===== config.mk =====
export PLATFORM = sky130hd
export DESIGN_NAME = dragon_head_controller
export DESIGN_NICKNAME = d
export VERILOG_FILES = /design/src/rtl/dragon_pkg.sv /design/src/rtl/dragon_dir_select.sv /design/src/rtl/dragon_head_controller.sv
export SDC_FILE = /design/constraint.sdc
export NUM_CORES = 1
export LEC_CHECK = 0
export ABC_AREA = 1
export CORE_ASPECT_RATIO = 0.8
export CORE_MARGIN = 2
export CORE_UTILIZATION = 48
export DETAILED_ROUTE_END_ITERATION = 8
export GPL_TIMING_DRIVEN = 0
export PLACE_DENSITY = 0.84
export SYNTH_ARGS = -nofsm -noshare
export SYNTH_HDL_FRONTEND = slang
export SYNTH_SLANG_ARGS = --single-unit

===== constraint.sdc =====
create_clock -name clk -period 6.4 [get_ports clk]
set_clock_uncertainty 0.2 [all_clocks]
set_input_delay 1.28 -clock clk [delete_from_list [all_inputs] [get_ports clk]]
set_output_delay 1.28 -clock clk [all_outputs]
set_load 0.05 [all_outputs]

===== src/rtl/dragon_pkg.sv =====
// Shared definitions for the dragon head controller, body store and renderer.
// Covers body command codes, direction codes and the 12-bit head segment layout.
package dragon_pkg;

    localparam int unsigned SEG_W   = 12;
    localparam int unsigned COORD_W = 4;
    localparam int unsigned POS_W   = 8;
    localparam int unsigned LEN_W   = 4;

    typedef enum logic [1:0] {
        CMD_MOVE = 2'b00,
        CMD_HEAL = 2'b01,
        CMD_HIT  = 2'b10,
        CMD_IDLE = 2'b11
    } body_cmd_e;

    typedef enum logic [1:0] {
        DIR_UP    = 2'b00,
        DIR_RIGHT = 2'b01,
        DIR_DOWN  = 2'b10,
        DIR_LEFT  = 2'b11
    } dir_e;

    // Field layout of a head segment, MSB first: dir[11:10], reserved[9:8], x[7:4], y[3:0].
    typedef struct packed {
        dir_e                 dir;
        logic [1:0]           rsvd;
        logic [COORD_W-1:0]   x;
        logic [COORD_W-1:0]   y;
    } head_seg_t;

endpackage


===== src/rtl/dragon_dir_select.sv =====
// Combinational step selector: from the current head and the (clamped) target,
// picks the next head cell one step closer and the direction of that step.
module dragon_dir_select
    import dragon_pkg::*;
#(
    parameter int unsigned GRID_W = 16,
    parameter int unsigned GRID_H = 12
) (
    input  logic [COORD_W-1:0] head_x_i,
    input  logic [COORD_W-1:0] head_y_i,
    input  logic [POS_W-1:0]   target_pos_i,
    output logic [COORD_W-1:0] next_x_c_o,
    output logic [COORD_W-1:0] next_y_c_o,
    output dir_e               dir_c_o,
    output logic               at_target_c_o
);

    localparam logic [COORD_W:0] X_MAX = (COORD_W+1)'(GRID_W - 1);
    localparam logic [COORD_W:0] Y_MAX = (COORD_W+1)'(GRID_H - 1);

    logic [COORD_W-1:0] tx_raw, ty_raw, tx, ty;
    logic signed [COORD_W:0] dx, dy;
    logic [COORD_W:0] adx, ady;

    assign tx_raw = target_pos_i[7:4];
    assign ty_raw = target_pos_i[3:0];
    assign tx = ({1'b0, tx_raw} > X_MAX) ? X_MAX[COORD_W-1:0] : tx_raw;
    assign ty = ({1'b0, ty_raw} > Y_MAX) ? Y_MAX[COORD_W-1:0] : ty_raw;

    assign dx  = $signed({1'b0, tx}) - $signed({1'b0, head_x_i});
    assign dy  = $signed({1'b0, ty}) - $signed({1'b0, head_y_i});
    assign adx = dx[COORD_W] ? (COORD_W+1)'(-dx) : (COORD_W+1)'(dx);
    assign ady = dy[COORD_W] ? (COORD_W+1)'(-dy) : (COORD_W+1)'(dy);

    assign at_target_c_o = (dx == '0) && (dy == '0);

    // Horizontal wins ties; y grows downward.
    always_comb begin
        next_x_c_o = head_x_i;
        next_y_c_o = head_y_i;
        dir_c_o    = DIR_RIGHT;
        if ((adx >= ady) && (dx != '0)) begin
            next_x_c_o = dx[COORD_W] ? head_x_i - 4'd1 : head_x_i + 4'd1;
            dir_c_o    = dx[COORD_W] ? DIR_LEFT : DIR_RIGHT;
        end else if (dy != '0) begin
            next_y_c_o = dy[COORD_W] ? head_y_i - 4'd1 : head_y_i + 4'd1;
            dir_c_o    = dy[COORD_W] ? DIR_UP : DIR_DOWN;
        end
    end

endmodule


===== src/rtl/dragon_head_controller.sv =====
// Dragon head controller: steps the head toward the player every MOVE_DIV frames and
// emits one head segment plus body command, keeping body length within 1..MAX_LEN.
module dragon_head_controller
    import dragon_pkg::*;
#(
    parameter int unsigned GRID_W   = 16,
    parameter int unsigned GRID_H   = 12,
    parameter int unsigned MAX_LEN  = 8,
    parameter int unsigned MOVE_DIV = 4,
    parameter int unsigned START_X  = 0,
    parameter int unsigned START_Y  = 0
) (
    input  logic              clk,
    input  logic              reset,
    input  logic              frame_tick,
    input  logic              enable,
    input  logic [POS_W-1:0]  target_pos,
    input  logic              heal_evt,
    input  logic              hit_evt,
    output logic              seg_valid,
    output logic [1:0]        body_cmd,
    output logic [SEG_W-1:0]  head_segment,
    output logic [LEN_W-1:0]  dragon_len
);

    localparam int unsigned    DIV_W    = (MOVE_DIV > 1) ? $clog2(MOVE_DIV) : 1;
    localparam logic [DIV_W-1:0] DIV_LAST = DIV_W'(MOVE_DIV - 1);
    localparam logic [LEN_W-1:0] LEN_MAX  = LEN_W'(MAX_LEN);

    typedef enum logic [1:0] {S_WAIT, S_COMPUTE, S_EMIT} state_e;

    state_e             state_q;
    logic [DIV_W-1:0]   div_q;
    logic [COORD_W-1:0] hx_q, hy_q;
    dir_e               dir_q;
    body_cmd_e          cmd_q;
    logic [LEN_W-1:0]   len_q;
    logic               heal_q, hit_q, seg_valid_q;

    logic [COORD_W-1:0] nx_c, ny_c;
    dir_e               ndir_c;
    logic               at_target_c;
    logic               heal_now, hit_now;
    body_cmd_e          cmd_d;
    logic [LEN_W-1:0]   len_d;
    head_seg_t          seg;

    dragon_dir_select #(
        .GRID_W (GRID_W),
        .GRID_H (GRID_H)
    ) u_dir_select (
        .head_x_i      (hx_q),
        .head_y_i      (hy_q),
        .target_pos_i  (target_pos),
        .next_x_c_o    (nx_c),
        .next_y_c_o    (ny_c),
        .dir_c_o       (ndir_c),
        .at_target_c_o (at_target_c)
    );

    // An event landing in the COMPUTE cycle is folded into this emit rather than lost.
    assign heal_now = heal_q | heal_evt;
    assign hit_now  = hit_q  | hit_evt;

    always_comb begin
        cmd_d = CMD_MOVE;
        len_d = len_q;
        if (heal_now && !hit_now && (len_q < LEN_MAX)) begin
            cmd_d = CMD_HEAL;
            len_d = len_q + 4'd1;
        end else if (hit_now && !heal_now && (len_q > 4'd1)) begin
            cmd_d = CMD_HIT;
            len_d = len_q - 4'd1;
        end
    end

    always_ff @(posedge clk) begin
        if (reset) begin
            state_q     <= S_WAIT;
            div_q       <= '0;
            hx_q        <= COORD_W'(START_X);
            hy_q        <= COORD_W'(START_Y);
            dir_q       <= DIR_RIGHT;
            cmd_q       <= CMD_IDLE;
            len_q       <= 4'd1;
            heal_q      <= 1'b0;
            hit_q       <= 1'b0;
            seg_valid_q <= 1'b0;
        end else begin
            seg_valid_q <= 1'b0;
            heal_q      <= heal_now;
            hit_q       <= hit_now;
            case (state_q)
                S_WAIT: begin
                    if (frame_tick && enable) begin
                        if (div_q == DIV_LAST) begin
                            div_q   <= '0;
                            state_q <= S_COMPUTE;
                        end else begin
                            div_q <= div_q + 1'b1;
                        end
                    end
                end
                S_COMPUTE: begin
                    // Outputs register on leaving COMPUTE so the strobe is seen during EMIT.
                    if (at_target_c) begin
                        state_q <= S_WAIT;
                    end else begin
                        state_q     <= S_EMIT;
                        hx_q        <= nx_c;
                        hy_q        <= ny_c;
                        dir_q       <= ndir_c;
                        cmd_q       <= cmd_d;
                        len_q       <= len_d;
                        heal_q      <= 1'b0;
                        hit_q       <= 1'b0;
                        seg_valid_q <= 1'b1;
                    end
                end
                S_EMIT:  state_q <= S_WAIT;
                default: state_q <= S_WAIT;
            endcase
        end
    end

    assign seg          = '{dir: dir_q, rsvd: 2'b00, x: hx_q, y: hy_q};
    assign head_segment = seg;
    assign seg_valid    = seg_valid_q;
    assign body_cmd     = cmd_q;
    assign dragon_len   = len_q;

endmodule

==> key figures, run 1 <==
Power
  • Leakage: 1.091 nW
  • PD cells: 139.5 nW/um^2
  • Peak supply drop: 0.0001103 V

Setup path
  • CP endpoint kind: flip-flop
  • Worst Path Required: 6410 ps
  • Worst setup startpoint: target_pos[3]
  • Critical path arrival: 4630 ps
  • CP max FO: 8
  • CP cell instances: clkdlybuf4s50_1 > a21oi_1 > ha_1 > inv_1 > fa_1 > nand3_1 > nand2_2 > inv_1 > o21ai_0 > xnor2_1 > inv_1 > ha_1 > nand2_1 > o21a_1 > nand2_1 > nand3_4 > or2_1 > a21oi_2
  • CP Buf/Inv Count: 4
  • Reg-to-Reg Start: hy_q[0]
  • Largest delay share family, worst path: adder cells
  • Setup CP Type: in -> reg
  • Peak per-stage delay on the critical path: 450 ps
  • Critical Path Source Type: input pin
  • Slowest stage cell, crit path: clkdlybuf4s50_1
  • Worst path most repeated cell: inv_1

Die
  • Die Ht: about 60 um
  • Die width: around 76 um
  • Core area: 3854 um^2
  • DIE AREA: 4632 um^2
  • Row cnt: 20
  • Initial cell density of the core: 51.07%
  • I/O pin cnt: 33

Synthesis
  • Share of the synthesized area in the top cell type: 23.39%
  • Top-count cell post-synth: nand2_1
  • Share of flip-flops with an asynchronous set or reset: 0%
  • Gate Count Post-Synth: 258
  • Top cells by count, synth: 45 x nand2_1, 36 x inv_1, 24 x ha_1, 23 x dfxtp_1, 22 x nor2_1
  • Sequential share of the synthesized area: a little under a quarter
  • Largest cells by area after synthesis: dfxtp_1 23%, ha_1 15%, nand2_1 8.6%, inv_1 6.9%, nand3_1 4.6%
  • Area leader, netlist: dfxtp_1
  • Register bit total from synthesis: 23
  • Synth unique cells: 36
  • Post-Syn Area: 1968 um^2
  • Post-synth top flop: dfxtp_1
  • EDFF count, synth: 0
  • Syn avg cell area: 7.628 um^2
  • Ys Warns: 0

Route
  • Routed WL per cell: 11.12 um
  • Via Count: around 1700
  • Drt drc: 0
  • DRT iter0 DRCs: 69
  • Drt via density: 4.931
  • First-pass iteration count of the detailed router: 4
  • Routed Antenna Nets: 0
  • Routed Wire Length: 3.859 mm

Hold path
  • Hold Crit Class: reg -> reg
  • Hold_sp: hit_q

STA
  • RSZ-0062 raised after global routing: no
  • Final Hold Vio Count: 0
  • Tcrit/Tclk final: 72.14%
  • Max Freq: 216.6 MHz
  • Worst-margin pin slew: 508.3 ps
  • Setup violations, final: 0
  • Setup_tns: 0 ps
  • Worst rel slew slack: 66.01%
  • Tmin final: 4617 ps
  • Final Max Tran Viols: 0

Global route
  • Vias in the first global route: 1529
  • Antenna violations before repair: 0
  • First-pass GRT wire length: between 6 and 7 mm
  • Gr usage total: 17.86%
  • Total gr overflow: 0
  • Largest net degree at the start of global routing: 14

Finish
  • Final Util: slightly above 60%
  • Antenna diodes: 0
  • Share of cells above drive strength 1: 11.30%
  • Syn-to-layout area delta: 20.79%
  • Fill cell count: 370
  • Nets: 335

CTS
  • # H-tree levels: 1
  • Skew-Pair Late Insertion Delay: around 270 ps
  • Root Buffer: clkbuf_8
  • Post-CTS resize count: 0
  • CTS tree: yes
  • CTS clk-pin slew, worst paths: 80 ps
  • Num CTS Buffers: 3
  • Hold-fix buffers, CTS: 0
  • Max Buffers Root-to-Sink: 2
  • Clock sink count: 23
  • Setup bufs post-CTS: 0

Job
  • Max Cap Viol: 0

Place
  • IO buf count: 29
  • Placer Congestion: between 0.8 and 0.9
  • DP Wirelength: 3.140 mm

Status
  • Status: finished, final reports clean
-- registers in the layout (all words and copies together), names as in the netlist, 2 cells and up --
register	flops
dragon_len	4
hx_q	4
hy_q	4
body_cmd	2
dir_q	2
div_q	2
state_q	2
-- power by group --
| group | leakage [nW] | switching (mW) | internal [mW] |
|---|---|---|---|
| Sequential | 0.186 | 0.00106 | 0.145 |
| Combinational | 0.879 | 0.0573 | 0.0374 |
| Clock | 0.0255 | 0.0474 | 0.0435 |
-- layout make-up --
class                   instances  area, um^2  share of cell area, %
multi-input cells             193        1340                  56.37
clock buffers                   3       41.29                  1.737
flip-flops and latches         23       460.4                  19.37
plain buffers                   5       28.78                  1.211
clock inverters                 1       5.005                 0.2105
repair buffers                 29       290.3                  12.21
well taps                      55       68.82                  2.895
inverters                      38       142.6                  6.000
-- cells by family (layout without fill, tap and decap cells) --
family	after synthesis	in the layout	share of synthesized area, %
adder cells (fa/ha/maj)	28	28	19.33
flip-flops	23	23	23.39
AO/OA/AOI/OAI	36	36	12.27
AND/OR/NAND/NOR	116	116	31.21
XOR/XNOR	11	11	4.895
other	1	2	0.1905
buffers and inverters	43	76	8.709
-- placed cells by master (no fill, tap or decap), types with 4 or more instances in the layout --
cell,instances
nand4_1,7
nor2_2,4
fa_1,4
inv_1,36
nand3_1,18
clkdlybuf4s50_1,29
xnor2_1,6
o21ai_0,10
xor2_1,5
dfxtp_1,23
a21oi_1,14
nor2_1,22
nand2_1,45
nand2_2,4
nand2_4,4
ha_1,24
-- metal layers --
| layer | vias up | GRT usage [%] | share of wire (%) |
|---|---|---|---|
| li1 | 909 | - | - |
| met1 | 757 | 22.58 | 49 |
| met2 | 42 | 31.68 | 45 |
| met4 | 0 | 3.008 | 0.49 |
| met5 | - | 0 | 0 |
| met3 | 3 | 4.255 | 5.2 |
-- stage by stage --
stage                     instance area (um^2)  power [mW]  hold WS [ps]  worst slack [ps]  std cells
final                                     2377      0.3317         278.8              1783        347
after global routing                      2377      0.3537         321.8              1530        347
after CTS                                 2377      0.3346         280.4              1779        347
after detailed placement                  2331      0.2440         265.3              1504        343
after global placement                    2331      0.2392         249.3              1602        343
after floorplan                           1972      0.2210         236.3              2321        259
-- final timing paths --
| path | to | slack (ps) | cells after the start |
|---|---|---|---|
| max | hx_q[1] | 1780 | 18 |
| min | hit_q | 280 | 2 |
| max reg2reg | hx_q[1] | 2940 | 16 |
| min reg2reg | hit_q | 280 | 2 |
-- worst min-delay path, delay by kind of cell, from the launching register on --
| kind | cells | cell delay (ps) |
|---|---|---|
| DFF | 1 | 320 |
| and+or+nand+nor | 2 | 130 |
Note: power is estimated with default switching activity, not from simulation.
==> inputs of run 2 (changes only) <==
PLACE_DENSITY = 0.87   (was 0.84)
clock period = 4.1 ns   (was 6.4 ns; I/O delays follow)
==> run 2 against run 1 <==
Compared with the run above: combinational power rose by 61%; worst setup slack got worse by 1500 ps; global-route usage grew 0.62 points; critical path depth unchanged; clock-buffer cell count rose by 1; highest routed layer unchanged.
==> key figures, run 2 (synthesized netlist as in run 1, its figures left out) <==
STA
  • Max Freq: 259.5 MHz
  • Worst rel slew slack: 65.99%
  • Tmin final: 3853 ps
  • Tcrit/Tclk final: 93.98%
  • Worst-margin pin slew: 508.6 ps
  • Final Max Tran Viols: 0
  • Setup violations, final: 0
  • Setup_tns: 0 ps
  • Final Hold Vio Count: 0

CTS
  • CTS clk-pin slew, worst paths: 80 ps
  • CTS tree: yes
  • Num CTS Buffers: 3
  • Root Buffer: clkbuf_8
  • Skew-Pair Late Insertion Delay: 270 ps
  • Clock sink count: 23
  • # H-tree levels: 1
  • Max Buffers Root-to-Sink: 2

Die
  • Row cnt: 20
  • I/O pin cnt: 33
  • Initial cell density of the core: between 50% and 60%
  • Core area: 3854 um^2
  • Die width: ~76 um
  • DIE AREA: 4632 um^2
  • Die Ht: 61.28 um

Route
  • First-pass iteration count of the detailed router: 4
  • Routed Antenna Nets: 0
  • Drt drc: 0
  • Via Count: between 1500 and 2000
  • DRT iter0 DRCs: 50
  • Drt via density: slightly above 5
  • Routed WL per cell: 11.41 um
  • Routed Wire Length: approximately 4.0 mm

Global route
  • Largest net degree at the start of global routing: 13
  • First-pass GRT wire length: 6.630 mm
  • Vias in the first global route: 1576
  • Antenna violations before repair: 0
  • Total gr overflow: 0
  • Gr usage total: 18.48%

Power
  • Leakage: ~1.1 nW
  • P_sw: 0.1613 mW
  • Pwr Total: 0.5183 mW
  • PD cells: 215.3 nW/um^2
  • Peak supply drop: 0.0001864 V
  • Pint: 0.3569 mW
  • Switching Fraction: 31.13%
  • Clock Power Share: 26.7%
  • Comb pwr share: 29.3%
  • Part of the power in registers: between 40% and 50%

Place
  • DP Wirelength: 3.169 mm
  • Placed inst area: 2331 um^2
  • Placer Congestion: 0.8169
  • IO buf count: 29

Setup path
  • Critical Path Source Type: input pin
  • CP endpoint kind: flip-flop
  • CP max FO: 8
  • CP Buf/Inv Count: 5
  • Largest delay share family, worst path: adder cells
  • Worst path most repeated cell: inv_1
  • Peak per-stage delay on the critical path: 460 ps
  • Worst Path Required: 4110 ps
  • Setup CP Type: in -> reg
  • CP cell instances: clkdlybuf4s50_1 > a21oi_2 > ha_1 > inv_1 > fa_1 > inv_1 > ha_1 > inv_1 > nor2_2 > nand4_1 > ha_1 > nand2_1 > inv_1 > o2111ai_1 > nand2_2 > nand3_4 > or2_1 > a21oi_2
  • Slowest stage cell, crit path: clkdlybuf4s50_1
  • Critical path arrival: 3860 ps

Finish
  • Commonest non-fill, non-tap cell in the layout: nand2_1
  • Share of cells above drive strength 1: ~13%
  • Syn-to-layout area delta: 22.31%
  • Nets: roughly 340
  • Cell area after layout: 2407 um^2
  • Antenna diodes: 0
  • Commonest cells after routing, fill and taps aside: 44 x nand2_1, 35 x inv_1, 28 x clkdlybuf4s50_1, 24 x ha_1, 23 x dfxtp_1
  • Fill cell count: 351

Status
  • Status: finished, final reports clean

Job
  • Max Cap Viol: 0

Hold path
  • Hold Crit Class: reg -> reg
## run 2: cell types whose count changed in the layout (fill, tap and decap cells not counted), sizes merged
cell and delta:
clkinv -1, dlymetal6s2s +1, clkbuf +1, buf +2, clkdlybuf4s50 -1
## run 2: through the flow
step	worst slack, ps	instances	hold WS, ps	utilization (%)
after global routing	-19.86	349	299.3	62.47
after detailed placement	-347.4	343	256.4	60.49
after CTS	37.55	347	276.9	61.66
after floorplan	480.7	259	236.3	-
after global placement	-235.4	343	251.1	60.49
final	246.8	349	271.3	62.47
## run 2: routing by layer
layer / vias to the layer above / share of wire (%) / track usage, %
li1: 914 / - / -
met2: 39 / 46 / 32.17
met4: 0 / 0.25 / 4.762
met1: 823 / 49 / 23.38
met3: 2 / 4.8 / 4.092
met5: - / 0 / 0
## run 2: area by class of cell
| type | count | area [um^2] | area share [%] |
|---|---|---|---|
| clock buffers | 4 | 45.04 | 1.871 |
| multi-input cells | 193 | 1351 | 56.13 |
| well taps | 55 | 68.82 | 2.859 |
| repair buffers | 31 | 307.8 | 12.79 |
| inverters | 38 | 145.1 | 6.029 |
| flip-flops and latches | 23 | 460.4 | 19.13 |
| plain buffers | 5 | 28.78 | 1.195 |
## run 2: what timing repair did
item	4_1_cts	5_1_grt
hold endpoints to repair	0	0
pin swaps	0	2
hold buffers	0	0
endpoints found under the setup margin	4	10
resized for setup	1	5
buffers inserted	0	2
## run 2: power groups by stage
stage / clock network [mW] / logic, mW / registers [mW]
2_1_floorplan: 0 / 0.110 / 0.235
3_3_place_gp: 0 / 0.139 / 0.233
3_5_place_dp: 0 / 0.146 / 0.233
4_1_cts: 0.145 / 0.147 / 0.228
5_1_grt: 0.156 / 0.171 / 0.229
6_report: 0.139 / 0.152 / 0.228
## run 2: worst paths after layout
kind / start / to / slack [ps] / depth (start not counted)
hold / removal: hit_q / hit_q / 270 / 2
hold reg to reg: hit_q / hit_q / 270 / 2
setup reg to reg: hy_q[0] / hx_q[1] / 870 / 16
setup / recovery: target_pos[2] / hx_q[1] / 250 / 18
## run 2: worst min-delay path, stage by stage, from the launching register on
cell and delay, ps:
dfxtp_1 310, nor2_1 40, nor2_1 80
==> inputs of run 3 (changes only) <==
--- a/config.mk
+++ b/config.mk
@@ -12,3 +12,3 @@
 export DETAILED_ROUTE_END_ITERATION = 8
-export GPL_TIMING_DRIVEN = 0
+export GPL_TIMING_DRIVEN = 1
 export PLACE_DENSITY = 0.87
--- a/constraint.sdc
+++ b/constraint.sdc
@@ -4,2 +4,2 @@
 set_output_delay 0.82 -clock clk [all_outputs]
-set_load 0.05 [all_outputs]
+set_load 0.01 [all_outputs]
==> run 3 against run 2 <==
Compared with the run above: register-to-register slack worse by 80 ps; clock power barely moved; flip-flop and latch count is the same; final cell count rose by 0.57%; routed wire length rose by 4.1%; power increased by 1.0%; utilization increased by 0.97 points; global-route usage grew 1.1 points; largest power group unchanged.
==> key figures, run 3 (synthesized netlist as in run 1, its figures left out) <==
Status
  • Status: finished, final reports clean

Power
  • Switching Fraction: 31.08%
  • Pint: 0.3607 mW
  • Part of the power in registers: 43.6%
  • P_sw: 0.1627 mW
  • Clock Power Share: between 20% and 30%
  • Leakage: 1.125 nW
  • Peak supply drop: 0.0001905 V
  • PD cells: between 200 and 250 nW/um^2
  • Comb pwr share: 29.3%

Setup path
  • Worst setup startpoint: target_pos[0]
  • CP cell instances: clkdlybuf4s50_1 > a21oi_2 > ha_2 > inv_1 > fa_1 > inv_2 > ha_2 > inv_1 > nor2_4 > nand4_1 > ha_1 > nand2_1 > inv_1 > o2111ai_2 > nand2_2 > nand3_4 > or2_1 > a21oi_2
  • CP max FO: 8
  • CP Buf/Inv Count: 5
  • Reg-to-Reg Start: hy_q[0]
  • Worst Path Required: 4090 ps
  • Setup CP Type: in -> reg
  • FF-to-FF setup slack: 790 ps
  • Peak per-stage delay on the critical path: roughly 500 ps
  • CP endpoint kind: flip-flop
  • Critical path arrival: 3850 ps
  • Slowest stage cell, crit path: fa_1
  • Critical Path Source Type: input pin
  • Largest delay share family, worst path: adder cells
  • Worst path most repeated cell: inv_1

Route
  • First-pass iteration count of the detailed router: 5
  • Via Count: ~1800
  • Routed WL per cell: 11.81 um
  • Routed Antenna Nets: 0
  • DRT iter0 DRCs: 61
  • Routed Wire Length: 4.145 mm
  • Drt via density: ~5.0
  • Drt drc: 0

Finish
  • Fill cell count: 376
  • Commonest non-fill, non-tap cell in the layout: nand2_1
  • Final cell count without fillers: 351
  • Cell area after layout: 2445 um^2
  • Antenna diodes: 0
  • Nets: 339
  • Commonest cells after routing, fill and taps aside: 44 x nand2_1, 35 x inv_1, 28 x clkdlybuf4s50_1, 23 x dfxtp_1
  • Share of cells above drive strength 1: 14.19%
  • Multi-input gate area: 1363 um^2
  • Register area: 460.4 um^2
  • Syn-to-layout area delta: 24.22%

CTS
  • Root Buffer: clkbuf_8
  • Clock sink count: 23
  • Max Buffers Root-to-Sink: 2
  • # H-tree levels: 1
  • Hold-fix buffers, CTS: 0
  • Num CTS Buffers: 3
  • CTS clk-pin slew, worst paths: 80 ps
  • CTS tree: yes
  • Skew-Pair Late Insertion Delay: 260 ps

Place
  • Placed inst area: between 2000 and 2500 um^2
  • Placed Cells: ~350
  • Placer Congestion: ~0.81
  • DP Wirelength: between 3 and 4 mm
  • IO buf count: 30
  • DP Worst Slack: -158.1 ps

Die
  • DIE AREA: 4632 um^2
  • Die width: between 70 and 80 um
  • Row cnt: 20
  • Core area: 3854 um^2
  • I/O pin cnt: 33
  • Die Ht: 61.28 um
  • Initial cell density of the core: around half

Global route
  • First-pass GRT wire length: 7.093 mm
  • Antenna violations before repair: 0
  • Vias in the first global route: between 1500 and 2000
  • Gr usage total: 19.57%
  • Largest net degree at the start of global routing: 14
  • Total gr overflow: 0

STA
  • Tmin final: 3854 ps
  • Fin Hold WS: around 280 ps
  • Max Freq: between 200 and 300 MHz
  • Setup_tns: 0 ps
  • Final WS setup: 245.6 ps
  • Final Hold Vio Count: 0
  • Final Max Tran Viols: 0
  • Setup violations, final: 0
  • Tcrit/Tclk final: between 90% and 100%

Hold path
  • Hold_sp: hit_q
  • Hold Crit Class: reg -> reg

Job
  • Max Cap Viol: 0
-- run 3: power groups by stage --
stage	Combinational [mW]	Sequential [mW]	Clock [mW]
2_1_floorplan	0.107	0.233	0
3_3_place_gp	0.139	0.233	0
3_5_place_dp	0.145	0.233	0
4_1_cts	0.146	0.228	0.144
5_1_grt	0.174	0.229	0.156
6_report	0.154	0.228	0.142
-- run 3: metal layers --
layer	GRT usage, %	part of all wire, %	vias to the layer above
li1	-	-	913
met1	25.55	49	796
met4	1.003	0	0
met3	3.601	5.7	0
met5	0	0	-
met2	35.65	45	47
-- run 3: worst paths after layout --
| kind | end | cells past startpoint |
|---|---|---|
| setup reg to reg | hx_q[1] | 16 |
| setup / recovery | hx_q[1] | 18 |
| hold reg to reg | hit_q | 2 |
| hold / removal | hit_q | 2 |
-- run 3: what timing repair did --
item | 4_1_cts | 5_1_grt
gates resized for setup | 0 | 9
endpoints found under the setup margin | 0 | 10
setup buffers | 0 | 2
endpoints found under the hold margin | 0 | 0
-- run 3: final cells by class --
cell class,count,share of cell area [%]
tap,55,2.815
clock buffer,4,1.842
inverter,38,5.834
multi-input combinational,193,55.73
timing repair buffer,38,14.94
sequential,23,18.83
-- run 3: worst reg2reg max path: stages, from the launching register on --
cell and delay, ps:
dfxtp_1 520, ha_2 230, inv_1 60, fa_1 500, inv_2 100, ha_2 170
inv_1 60, nor2_4 120, nand4_1 110, ha_1 310, nand2_1 60, inv_1 70
o2111ai_2 110, nand2_2 150, nand3_4 110, or2_1 260, a21oi_2 110
-- run 3: stage by stage --
step           utilization [%]  power [mW]
2_1_floorplan                -      0.3404
3_3_place_gp             61.17      0.3725
3_5_place_dp             61.17      0.3787
4_1_cts                  62.34      0.5181
5_1_grt                  63.44      0.5588
6_report                 63.44      0.5234
